### src/rtl/apb_ram_responder.sv
// APB3 completer: 128x8 scratch RAM, CTRL/STATUS/PTR registers and an
// auto-incrementing DATA port, with a configurable read wait-state engine.
module apb_ram_responder #(
  parameter int DEPTH           = 128,
  parameter int RD_WAIT         = 1,
  parameter bit ERR_ON_UNMAPPED = 1'b1
) (
  input  logic       PCLK,
  input  logic       RESET,
  input  logic       PSEL,
  input  logic       PENABLE,
  input  logic       PWRITE,
  input  logic [7:0] PADDR,
  input  logic [7:0] PWDATA,
  output logic [7:0] PRDATA,
  output logic       PREADY,
  output logic       PSLVERR,
  output logic       IRQ
);
  localparam int AW = $clog2(DEPTH);

  typedef enum logic [1:0] {S_IDLE, S_WAIT, S_DONE} state_e;

  state_e        state_q;
  logic [1:0]    cnt_q;
  logic          ie_q, ainc_q, wrap_q;
  logic [AW-1:0] ptr_q, raddr_q;
  logic [7:0]    prdata_q;
  logic          pready_q, pslverr_q;
  logic [7:0]    mem [DEPTH];

  logic          setup, access, commit, ram_we, slow_rd, unmapped;
  logic          hit_ram, hit_ctrl, hit_stat, hit_ptr, hit_data;
  logic [AW-1:0] ptr_inc_d, ram_addr_d;
  logic [7:0]    reg_rd_d;

  assign setup    = PSEL & ~PENABLE;
  assign access   = PSEL & PENABLE;
  assign hit_ram  = {1'b0, PADDR} < 9'(DEPTH);
  assign hit_ctrl = PADDR == 8'h80;
  assign hit_stat = PADDR == 8'h81;
  assign hit_ptr  = PADDR == 8'h82;
  assign hit_data = PADDR == 8'h83;
  assign unmapped = ~(hit_ram | hit_ctrl | hit_stat | hit_ptr | hit_data);
  assign slow_rd  = ~PWRITE & (hit_ram | hit_data);

  // Side effects land on the edge that closes the PREADY=1 access cycle.
  assign commit     = (state_q == S_DONE) & access & ~RESET;
  assign ram_addr_d = hit_data ? ptr_q : PADDR[AW-1:0];
  assign ram_we     = commit & PWRITE & (hit_ram | hit_data);
  assign ptr_inc_d  = ptr_q + AW'(1);

  always_comb begin
    reg_rd_d = 8'h00;
    if (hit_ctrl) reg_rd_d = {6'b0, ainc_q, ie_q};
    if (hit_stat) reg_rd_d = {7'b0, wrap_q};
    if (hit_ptr)  reg_rd_d = 8'(ptr_q);
  end

  // Decoding on the setup phase lets the registered PREADY be high in the
  // first access cycle (zero waits) or after exactly RD_WAIT low cycles.
  always_ff @(posedge PCLK) begin
    if (RESET) begin
      state_q   <= S_IDLE;
      cnt_q     <= 2'd0;
      ie_q      <= 1'b0;
      ainc_q    <= 1'b0;
      wrap_q    <= 1'b0;
      ptr_q     <= '0;
      raddr_q   <= '0;
      prdata_q  <= 8'h00;
      pready_q  <= 1'b0;
      pslverr_q <= 1'b0;
    end else begin
      case (state_q)
        S_IDLE: if (setup) begin
          if (slow_rd) begin
            raddr_q <= ram_addr_d;
            cnt_q   <= 2'd1;
            state_q <= S_WAIT;
          end else begin
            pready_q  <= 1'b1;
            pslverr_q <= unmapped & ERR_ON_UNMAPPED;
            if (!PWRITE) prdata_q <= reg_rd_d;
            state_q   <= S_DONE;
          end
        end
        S_WAIT: begin
          if (!access) begin
            state_q <= S_IDLE;
          end else if (cnt_q == 2'(RD_WAIT)) begin
            pready_q  <= 1'b1;
            pslverr_q <= 1'b0;
            prdata_q  <= mem[raddr_q];
            state_q   <= S_DONE;
          end else begin
            cnt_q <= cnt_q + 2'd1;
          end
        end
        S_DONE: begin
          pready_q  <= 1'b0;
          pslverr_q <= 1'b0;
          state_q   <= S_IDLE;
          if (commit) begin
            if (PWRITE && hit_ctrl) {ainc_q, ie_q} <= PWDATA[1:0];
            if (PWRITE && hit_stat && PWDATA[0]) wrap_q <= 1'b0;
            if (PWRITE && hit_ptr) ptr_q <= PWDATA[AW-1:0];
            if (hit_data && ainc_q) begin
              ptr_q <= ptr_inc_d;
              if (ptr_q == AW'(DEPTH - 1)) wrap_q <= 1'b1;
            end
          end
        end
        default: state_q <= S_IDLE;
      endcase
    end
  end

  always_ff @(posedge PCLK) begin
    if (ram_we) mem[ram_addr_d] <= PWDATA;
  end

  assign PRDATA  = prdata_q;
  assign PREADY  = pready_q;
  assign PSLVERR = pslverr_q;
  assign IRQ     = wrap_q & ie_q;
endmodule
### config.mk
export PLATFORM = sky130hd
export DESIGN_NAME = apb_ram_responder
export DESIGN_NICKNAME = d
export VERILOG_FILES = /design/src/rtl/apb_ram_responder.sv
export SDC_FILE = /design/constraint.sdc
export NUM_CORES = 1
export LEC_CHECK = 0
export CORE_MARGIN = 1.5
export CORE_UTILIZATION = 24
export CTS_CLUSTER_DIAMETER = 60
export DETAILED_ROUTE_END_ITERATION = 7
export PLACE_DENSITY_LB_ADDON = 0.12
export SLEW_MARGIN = 20
export SYNTH_ARGS = -nofsm -noshare
export SYNTH_HDL_FRONTEND = slang
export SYNTH_SLANG_ARGS = --single-unit
### constraint.sdc
create_clock -name PCLK -period 2.9 [get_ports PCLK]
set_input_delay 0.58 -clock PCLK [delete_from_list [all_inputs] [get_ports PCLK]]
set_output_delay 0.58 -clock PCLK [all_outputs]
set_load 0.03 [all_outputs]
==> impl_metrics.ini, run 1 <==
[run_status]
status = complete, no violations

[place]
dpl.cell_count = 4674
dp.final_hpwl_um = 90000
place_ws_ns = -0.841
io_buffers = 31
finalWeightedCongestion = 0.843

[setup_path]
reg2reg_to = PRDATA[5]$_SDFFE_PP0P_
cpPeakStageDelay_ns = 0.59
end_kind = flip-flop
crit_chain = clkdlybuf4s50_1 -> or4b_4 -> or3_1 -> buf_4 -> a21o_1 -> or2_1 -> buf_12 -> nor2_4 -> buf_12
slowest_stage = or4b_4
path_max_fanout = 10
crit_arrival_ns = 3.34
reg2reg_depth = 9
crit_type = primary input to flip-flop
rrSetupSlack_ns = 0.06
cpMostUsedCell = buf_12
worst_ep_required_time_ns = 3.35
start_kind = primary input

[sta]
hold_violations = 0
slew_headroom = 0.362
fin_crit_sh = 0.994
tightest_slew_ns = 0.957
worst_slack_ns = 0.0176
finalMaxSlewViolations = 0
setup_violations = 0
rsz0062_at_grt = yes
fin_worst_skew_ns = 0.0224
period_minus_slack_ns = 2.88
max_freq_ghz = 0.347

[yosys]
avgSynthCellArea_sq_um = 20.3
synthCells = 2054
seq_area_frac_synth = 0.754
yosysWarnings = 0
syn-cell-area_sq_um = 41800
synth-edff-count = 1024
synth.distinct_cells = 67
synthesis.nets = 2081
synth_area_leaders = edfxtp_1 74%, mux4_2 15%, mux2i_1 1.9%
ys_ff_latch = 1062
synth_top_cell_by_area = edfxtp_1
post-synth-top-area-fraction = 0.736
async_flop_share = 0
dominantRegCellSynth = edfxtp_1

[power]
leakage_nw = 17.0
p_total_mw = 35.7
p_per_area_nw_per_um2 = 661
peakVddDrop_mv = 0.531

[clock_network]
cts_sinks = 1062
cts.htree.levels = 4
cts_buffer_depth = 3
postCtsHoldBufs = 0
insertion_delay_ns = 0.75
cts-root-buf = clkbuf_16
cts_tree = built
numCtsBuffers = 134
cts.clk_slew.worst_paths_ns = 0.06

[drt]
wl_per_cell_um = 26.9
dr.pass1.iters = 5
drtAntennaViolNets = 0
routed_wl_um = 133000
vias = 21900
drtIter0Drc = 1658
route.detailed.drc = 0
viasPerCell = 4.45

[floorplan]
die-area_sq_um = 177000
die_h_um = 420
fp.coreArea_sq_um = 172000
ioPinCount = 32
row_count = 152
start_util = 0.242
die_x_um = 420

[min_path]
hold_depth = 1
hold_class = primary input to flip-flop
whs_endpoint = mem[86][2]$_DFFE_PP_
hp-start = PWDATA[2]

[cells_and_area]
syn_to_final_growth_pct = 29.3
fin_cells = 4930
post-route-util = 0.313
drive_above_1_share = 0.388
layout.nets = 2540

[grt]
grt_use_total = 0.152
grt_max_degree = 65
first_global_vias = 23600
globalRouteOverflowTotal = 0
antenna_found_initial = 4
grt_pass1_wl_um = 186000

[flow_run]
maxCapViolCount = 0
layer usage:
| metal | share of wire | up-vias | track usage |
|---|---|---|---|
| met5 | 0 | - | 0 |
| met4 | 0.025 | 0 | 0.0446 |
| met3 | 0.037 | 162 | 0.0252 |
| met2 | 0.49 | 455 | 0.251 |
| met1 | 0.45 | 11900 | 0.204 |
| li1 | - | 9473 | - |
area by class of cell:
class,count,area (sq um)
sequential,1062,31500
multi-input combinational,873,10300
timing repair buffer,429,4890
tap,2310,2890
antenna,3,7.51
clock inverter,79,816
inverter,13,50.0
clock buffer,161,3560
fill,16700,118000
power by group:
group	switching [mW]	internal [mW]	total [mW]
clock network	6.56	9.95	16.5
registers	0.0566	16.8	16.9
logic	1.34	0.940	2.28
total	7.95	27.7	35.7
cell usage after synthesis, types with 16 or more instances:
| library cell | instances |
|---|---|
| edfxtp_1 | 1024 |
| mux4_2 | 270 |
| nor2_1 | 169 |
| mux2i_1 | 81 |
| nand2_1 | 75 |
| buf_2 | 41 |
| dfxtp_1 | 38 |
| clkbuf_1 | 33 |
| a21oi_1 | 30 |
| nand3_1 | 25 |
| o21ai_0 | 24 |
| o22ai_1 | 19 |
| buf_4 | 16 |
| nor3_1 | 16 |
worst max-delay path, delay by kind of cell:
| kind | cells | cell delay (ns) |
|---|---|---|
| simple gates | 4 | 1.50 |
| buf+inv | 4 | 1.01 |
| compound gates | 1 | 0.21 |
stage by stage:
stage,hold WS (ns),TNS (ns),area [sq um]
5_1_grt,0.181,-0.0148,54000
2_1_floorplan,0.431,-58.30,42300
6_report,0.218,0,54000
3_5_place_dp,0.445,-773.17,49300
4_1_cts,0.158,0,53900
3_3_place_gp,0.444,-789.36,49300
what timing repair did:
action	in CTS	in global routing
pin swaps	0	5
gates resized for setup	12	14
setup endpoints to repair	56	569
buffers inserted	11	1
cloned	2	0
registers in the layout, indices dropped and copies added (netlist names), named ones only:
| register | cells |
|---|---|
| ainc_q | 1 |
| ie_q | 1 |
| wrap_q | 1 |
| raddr_q | 7 |
| PSLVERR | 1 |
| state_q | 2 |
| mem | 1024 |
| PRDATA | 8 |
| cnt_q | 2 |
| PREADY | 1 |
| ptr_q | 7 |
kinds of logic after synthesis:
| logic type | Yosys count | synth area share |
|---|---|---|
| mux | 364 | 0.168 |
| buf+inv | 119 | 0.0137 |
| compound gates | 139 | 0.0221 |
| simple gates | 364 | 0.0398 |
| fa+ha+maj | 6 | 0.00180 |
| flops | 1062 | 0.754 |
worst max path at each step:
stage / startpoint / endpoint / slack (ns)
floorplan: PADDR[4] / mem[2][0]$_DFFE_PP_ / -0.13
global placement: PADDR[4] / mem[47][5]$_DFFE_PP_ / -0.87
detailed placement: PADDR[4] / mem[68][2]$_DFFE_PP_ / -0.84
CTS: PADDR[4] / mem[109][4]$_DFFE_PP_ / 0.01
global route: flip-flop / PRDATA[1]$_SDFFE_PP0P_ / -0.01
finish: PADDR[4] / mem[45][0]$_DFFE_PP_ / 0.02
cell usage in the layout (no fill, tap or decap), types with 8 or more instances in the layout:
master,instances
buf_12,122
nor2_2,52
nand2_1,75
inv_1,9
edfxtp_1,1024
bufinv_16,13
clkinv_1,23
clkbuf_16,139
nor3_1,13
mux2i_1,76
mux4_2,270
o22ai_1,19
nor2_1,73
nand3_1,24
clkdlybuf4s50_1,23
clkbuf_1,22
nor2b_1,13
buf_4,277
a21oi_1,30
mux2_2,13
clkinv_2,18
dfxtp_1,33
and3_1,8
inv_6,11
nor2_4,44
or3_1,8
o21ai_0,23
No activity file was read; power rests on OpenSTA's default activity.
==> inputs of run 2 (changes only) <==
Settings changed: ABC_AREA from default to 1.
==> run 2 against run 1 <==
  * Clock-buffer cell count grew 23
  * Synthesized area up 4.1%
  * Worst hold slack got worse by 0.012 ns
  * Maximum frequency increased by 7.1%
  * Die area rose by 4.1%
  * Sequential power about the same
  * Clock power fell by 5%
  * Via count rose by 34%
  * Critical path type is now flip-flop to flip-flop
  * Highest routed layer unchanged
==> impl_metrics.ini, run 2 <==
[run_status]
status = complete, no violations

[clock_network]
cts.htree.levels = 4
postCtsHoldBufs = 0
cts.clk_slew.worst_paths_ns = 0.06
cts_sinks = 1062
ctsResizeCount = 0
cts_tree = built
numCtsBuffers = 133
insertion_delay_ns = 0.75
cts-root-buf = clkbuf_16
post_cts_buffers = 0
cts_buffer_depth = 3

[min_path]
hold_class = primary input to flip-flop
hp-start = PWDATA[2]
whs_endpoint = mem[110][2]$_DFFE_PP_
hold_depth = 1

[yosys]
synth-adder-area-share = 0.00173
ys_top_cells_by_count = 1222 x nand2_1, 1024 x edfxtp_1, 962 x nand3_1, 163 x nor2_1, 102 x buf_2
synth_xor_area_frac = 0.000403
synthesis.nets = 3835
async_flop_share = 0
synthCells = 3808
synth_most_common_cell = nand2_1
synth_area_leaders = edfxtp_1 71%, nand3_1 11%, nand2_1 11%
post-synth-top-area-fraction = 0.707
dominantRegCellSynth = edfxtp_1
synth.distinct_cells = 35
yosysWarnings = 0
synth_top_family_by_area = simple AND/OR/NAND/NOR gates
syn-cell-area_sq_um = 43500
ys_ff_latch = 1062
seq_area_frac_synth = 0.724
synth-edff-count = 1024
avgSynthCellArea_sq_um = 11.4
synth_mux_area_frac = 0
synth_top_cell_by_area = edfxtp_1
yosys.area_share.simple = 0.235
synth_compound_area_frac = 0.00912

[setup_path]
worst_ep_required_time_ns = 3.58
crit_type = flip-flop to flip-flop
start_kind = flip-flop
reg2reg_depth = 12
crit_arrival_ns = 3.37
end_kind = flip-flop
path_max_fanout = 57
rrSetupSlack_ns = 0.21
reg2reg_to = PRDATA[0]$_SDFFE_PP0P_

[sta]
rsz0062_at_grt = no
period_minus_slack_ns = 2.69
finalMaxSlewViolations = 0
hold_ws_ns = 0.206
slew_headroom = 0.482
tns_ns = 0
tightest_slew_ns = 0.776
setup_violations = 0
max_freq_ghz = 0.371
fin_crit_sh = 0.928
fin_worst_skew_ns = 0.0212
hold_violations = 0

[drt]
routed_wl_um = 149000
vias = 29400
viasPerCell = 4.47
dr.pass1.iters = 7
drtAntennaViolNets = 0
drtIter0Drc = 2388
route.detailed.drc = 0
wl_per_cell_um = 22.7

[place]
io_buffers = 31
dp.final_hpwl_um = 95000
dpl.cell_count = 6319
place_area_sq_um = 49300
finalWeightedCongestion = 0.801

[cells_and_area]
syn_to_final_growth_pct = 22.7
fin_area_sq_um = 53400
layout.nets = 4111
drive_above_1_share = 0.137
layout_commonest_cell = nand2_1
largest_reg_flops = 1024
fin_cells = 6562
n_antenna_cell = 0
fill_cells = 18600
largest-register = mem
final_cell_mix = 1222 x nand2_1, 1024 x edfxtp_1, 962 x nand3_1

[power]
p_per_area_nw_per_um2 = 655
peakVddDrop_mv = 0.509
p_total_mw = 34.9
leakage_nw = 18.9

[floorplan]
row_count = 156
die-area_sq_um = 184000
die_h_um = 429
die_x_um = 429
ioPinCount = 32
fp.coreArea_sq_um = 180000
start_util = 0.241

[grt]
first_global_vias = 30100
antenna_found_initial = 5
globalRouteOverflowTotal = 0
grt_max_degree = 106
grt_use_total = 0.160
grt_pass1_wl_um = 215000

[flow_run]
maxCapViolCount = 0
==> run 2: layout make-up <==
type	count	area [sq um]	area share
inverters	57	234	0.00438
well taps	2370	2970	0.0556
clock buffers	184	3660	0.0685
clock inverters	59	432	0.00809
multi-input cells	2450	10700	0.201
repair buffers	380	3840	0.0720
flip-flops and latches	1062	31500	0.591
==> run 2: how the worst max path moves through the flow <==
stage                                         to  cells past startpoint  slack [ns]  startpoint
after floorplan             mem[90][0]$_DFFE_PP_                     10        0.19    PADDR[2]
after global placement       mem[8][3]$_DFFE_PP_                     12       -0.32    PADDR[7]
after detailed placement     mem[8][4]$_DFFE_PP_                     12       -0.35    PADDR[7]
after CTS                 PRDATA[6]$_SDFFE_PP0P_                     12        0.26   flip-flop
after global routing      PRDATA[5]$_SDFFE_PP0P_                     13        0.09   flip-flop
final                     PRDATA[0]$_SDFFE_PP0P_                     12        0.21   flip-flop
==> run 2: critical path: stages, from the launching register on <==
cell	delay (ns)
dfxtp_4	0.53
buf_12	0.30
buf_4	0.27
nand2_1	0.07
nand3_1	0.11
nand3_1	0.10
nand3_1	0.10
nand2_1	0.16
nand2_1	0.10
nand3_1	0.09
nand3_1	0.35
nand3_1	0.22
a21oi_1	0.16
==> run 2: cells by family after synthesis <==
family,count (synthesis)
compound gates,68
xor+xnor,2
fa+ha+maj,6
buf+inv,296
flops,1062
simple gates,2374
==> run 2: per-layer routing <==
metal  up-vias  track usage  part of all wire
met4         0       0.0453             0.023
met1     14700        0.222              0.47
met3       172       0.0255             0.039
met5         -            0                 0
met2       557        0.258              0.47
li1      14000            -                 -
==> run 2: power by group <==
group | switching, mW | internal [mW] | total [mW]
clock network | 6.52 | 9.11 | 15.6
logic | 1.74 | 0.668 | 2.41
registers | 0.0467 | 16.8 | 16.9
==> run 2: stage by stage <==
stage	setup WS, ns	utilization
global placement	-0.320	0.273
floorplan	0.193	-
finish	0.208	0.296
detailed placement	-0.347	0.273
global route	0.0854	0.296
CTS	0.260	0.296
==> inputs of run 3 (changes only) <==
Settings changed: MAX_ROUTING_LAYER from default to met4.
==> run 3 against run 2 <==
  * Sequential share of layout area barely moved
  * Clock skew is essentially flat
  * Final cell count hardly changed
  * Non-clock buffer count unchanged
  * Via count is 0.31% higher
  * Flip-flop and latch count is the same
  * Clock-buffer cell count did not move
  * Highest routed layer unchanged
==> impl_metrics.ini, run 3 (same netlist as run 2, synthesis figures left out) <==
[floorplan]
die-area_sq_um = 184000
ioPinCount = 32
die_x_um = 429
row_count = 156
die_h_um = 429
fp.coreArea_sq_um = 180000
start_util = 0.241

[cells_and_area]
drive_above_1_share = 0.137
layout_commonest_cell = nand2_1
final_cell_mix = 1222 x nand2_1, 1024 x edfxtp_1, 962 x nand3_1
layout.nets = 4111
largest-register = mem
largest_reg_flops = 1024
fill_cells = 18600
syn_to_final_growth_pct = 22.7
fin_cells = 6563

[clock_network]
cts-root-buf = clkbuf_16
ctsResizeCount = 0
cts_sinks = 1062
numCtsBuffers = 133
postCtsHoldBufs = 0
post_cts_buffers = 0
insertion_delay_ns = 0.75
cts_buffer_depth = 3
cts.htree.levels = 4
cts.clk_slew.worst_paths_ns = 0.06
cts_tree = built

[grt]
first_global_vias = 30100
grt_pass1_wl_um = 215000
grt_use_total = 0.165
globalRouteOverflowTotal = 0
antenna_found_initial = 5
grt_max_degree = 106

[power]
power_frac_clock = 0.448
peakVddDrop_mv = 0.511
internal_power_mw = 26.6
leakage_nw = 18.9
p_per_area_nw_per_um2 = 654
pwr-share-comb = 0.069
seq_power_share = 0.484
power.switching_mw = 8.31
power.share.switching = 0.238

[flow_run]
maxCapViolCount = 0

[setup_path]
crit_type = flip-flop to flip-flop
path_max_fanout = 36
end_kind = flip-flop
crit_arrival_ns = 3.35
start_kind = flip-flop
worst_ep_required_time_ns = 3.59

[place]
dp.final_hpwl_um = 95000
dpl.cell_count = 6319
io_buffers = 31
finalWeightedCongestion = 0.813

[sta]
tightest_slew_ns = 0.770
period_minus_slack_ns = 2.66
slew_headroom = 0.486
tns_ns = 0
fin_crit_sh = 0.919
setup_violations = 0
hold_violations = 0
max_freq_ghz = 0.375
finalMaxSlewViolations = 0
rsz0062_at_grt = no
fin_worst_skew_ns = 0.0208

[drt]
met2_length_um = 69300
viasPerCell = 4.49
wl_met1_um = 69800
wl_per_cell_um = 22.6
dr.pass1.iters = 5
drtAntennaViolNets = 0
drtIter0Drc = 2340
route.met3.wl_um = 6020
routed_wl_um = 149000
highest_layer = met4
vias = 29500
route.detailed.drc = 0

[run_status]
status = complete, no violations

[min_path]
hold_class = primary input to flip-flop
hp-start = PWDATA[2]
==> run 3: changes by cell type in the layout (fill, tap and decap cells not counted) <==
cell and change:
diode_2 +1
==> run 3: path summary, 6_finish.rpt <==
path,slack [ns],to,depth (start not counted)
max,0.24,PRDATA[1]$_SDFFE_PP0P_,12
min,0.21,mem[110][2]$_DFFE_PP_,1
max reg2reg,0.24,PRDATA[1]$_SDFFE_PP0P_,12
min reg2reg,0.46,cnt_q[1]$_SDFFE_PP0P_,2
==> run 3: area by class of cell <==
type / instances / area, sq um / area share
diodes: 1 / 2.50 / 0.0000469
clock buffers: 184 / 3660 / 0.0685
clock inverters: 59 / 432 / 0.00809
inverters: 57 / 234 / 0.00438
multi-input cells: 2450 / 10700 / 0.201
flip-flops and latches: 1062 / 31500 / 0.591
well taps: 2370 / 2970 / 0.0556
repair buffers: 380 / 3840 / 0.0720
==> run 3: critical path, cell delays in order, from the launching register on <==
cell	delay, ns
dfxtp_4	0.53
buf_4	0.30
buf_4	0.40
nand2_1	0.11
nand3_1	0.14
nand3_1	0.15
nand3_1	0.20
nand2_1	0.08
nand2_1	0.14
nand3_1	0.12
nand3_1	0.12
nand3_1	0.13
a21oi_1	0.15
==> run 3: metrics by stage <==
step	hold WS [ns]	worst slack, ns	total power, mW	util	area (sq um)
2_1_floorplan	0.433	0.193	18.3	-	43500
3_3_place_gp	0.460	-0.320	19.7	0.273	49300
3_5_place_dp	0.456	-0.347	19.7	0.273	49300
4_1_cts	0.136	0.260	35.5	0.296	53400
5_1_grt	0.155	0.0869	36.2	0.296	53400
6_report	0.206	0.236	34.9	0.296	53400
==> run 3: power groups by stage <==
stage / combinational (mW) / clock, mW / sequential (mW)
after floorplan: 1.05 / 0 / 17.2
after global placement: 2.47 / 0 / 17.2
after detailed placement: 2.45 / 0 / 17.2
after CTS: 2.46 / 16.1 / 16.9
after global routing: 2.62 / 16.7 / 16.9
final: 2.41 / 15.6 / 16.9
==> run 3: metal layers <==
metal	vias to the layer above	track usage
met5	-	-
met4	0	0.0453
met3	182	0.0251
met2	584	0.258
met1	14700	0.223
li1	14000	-
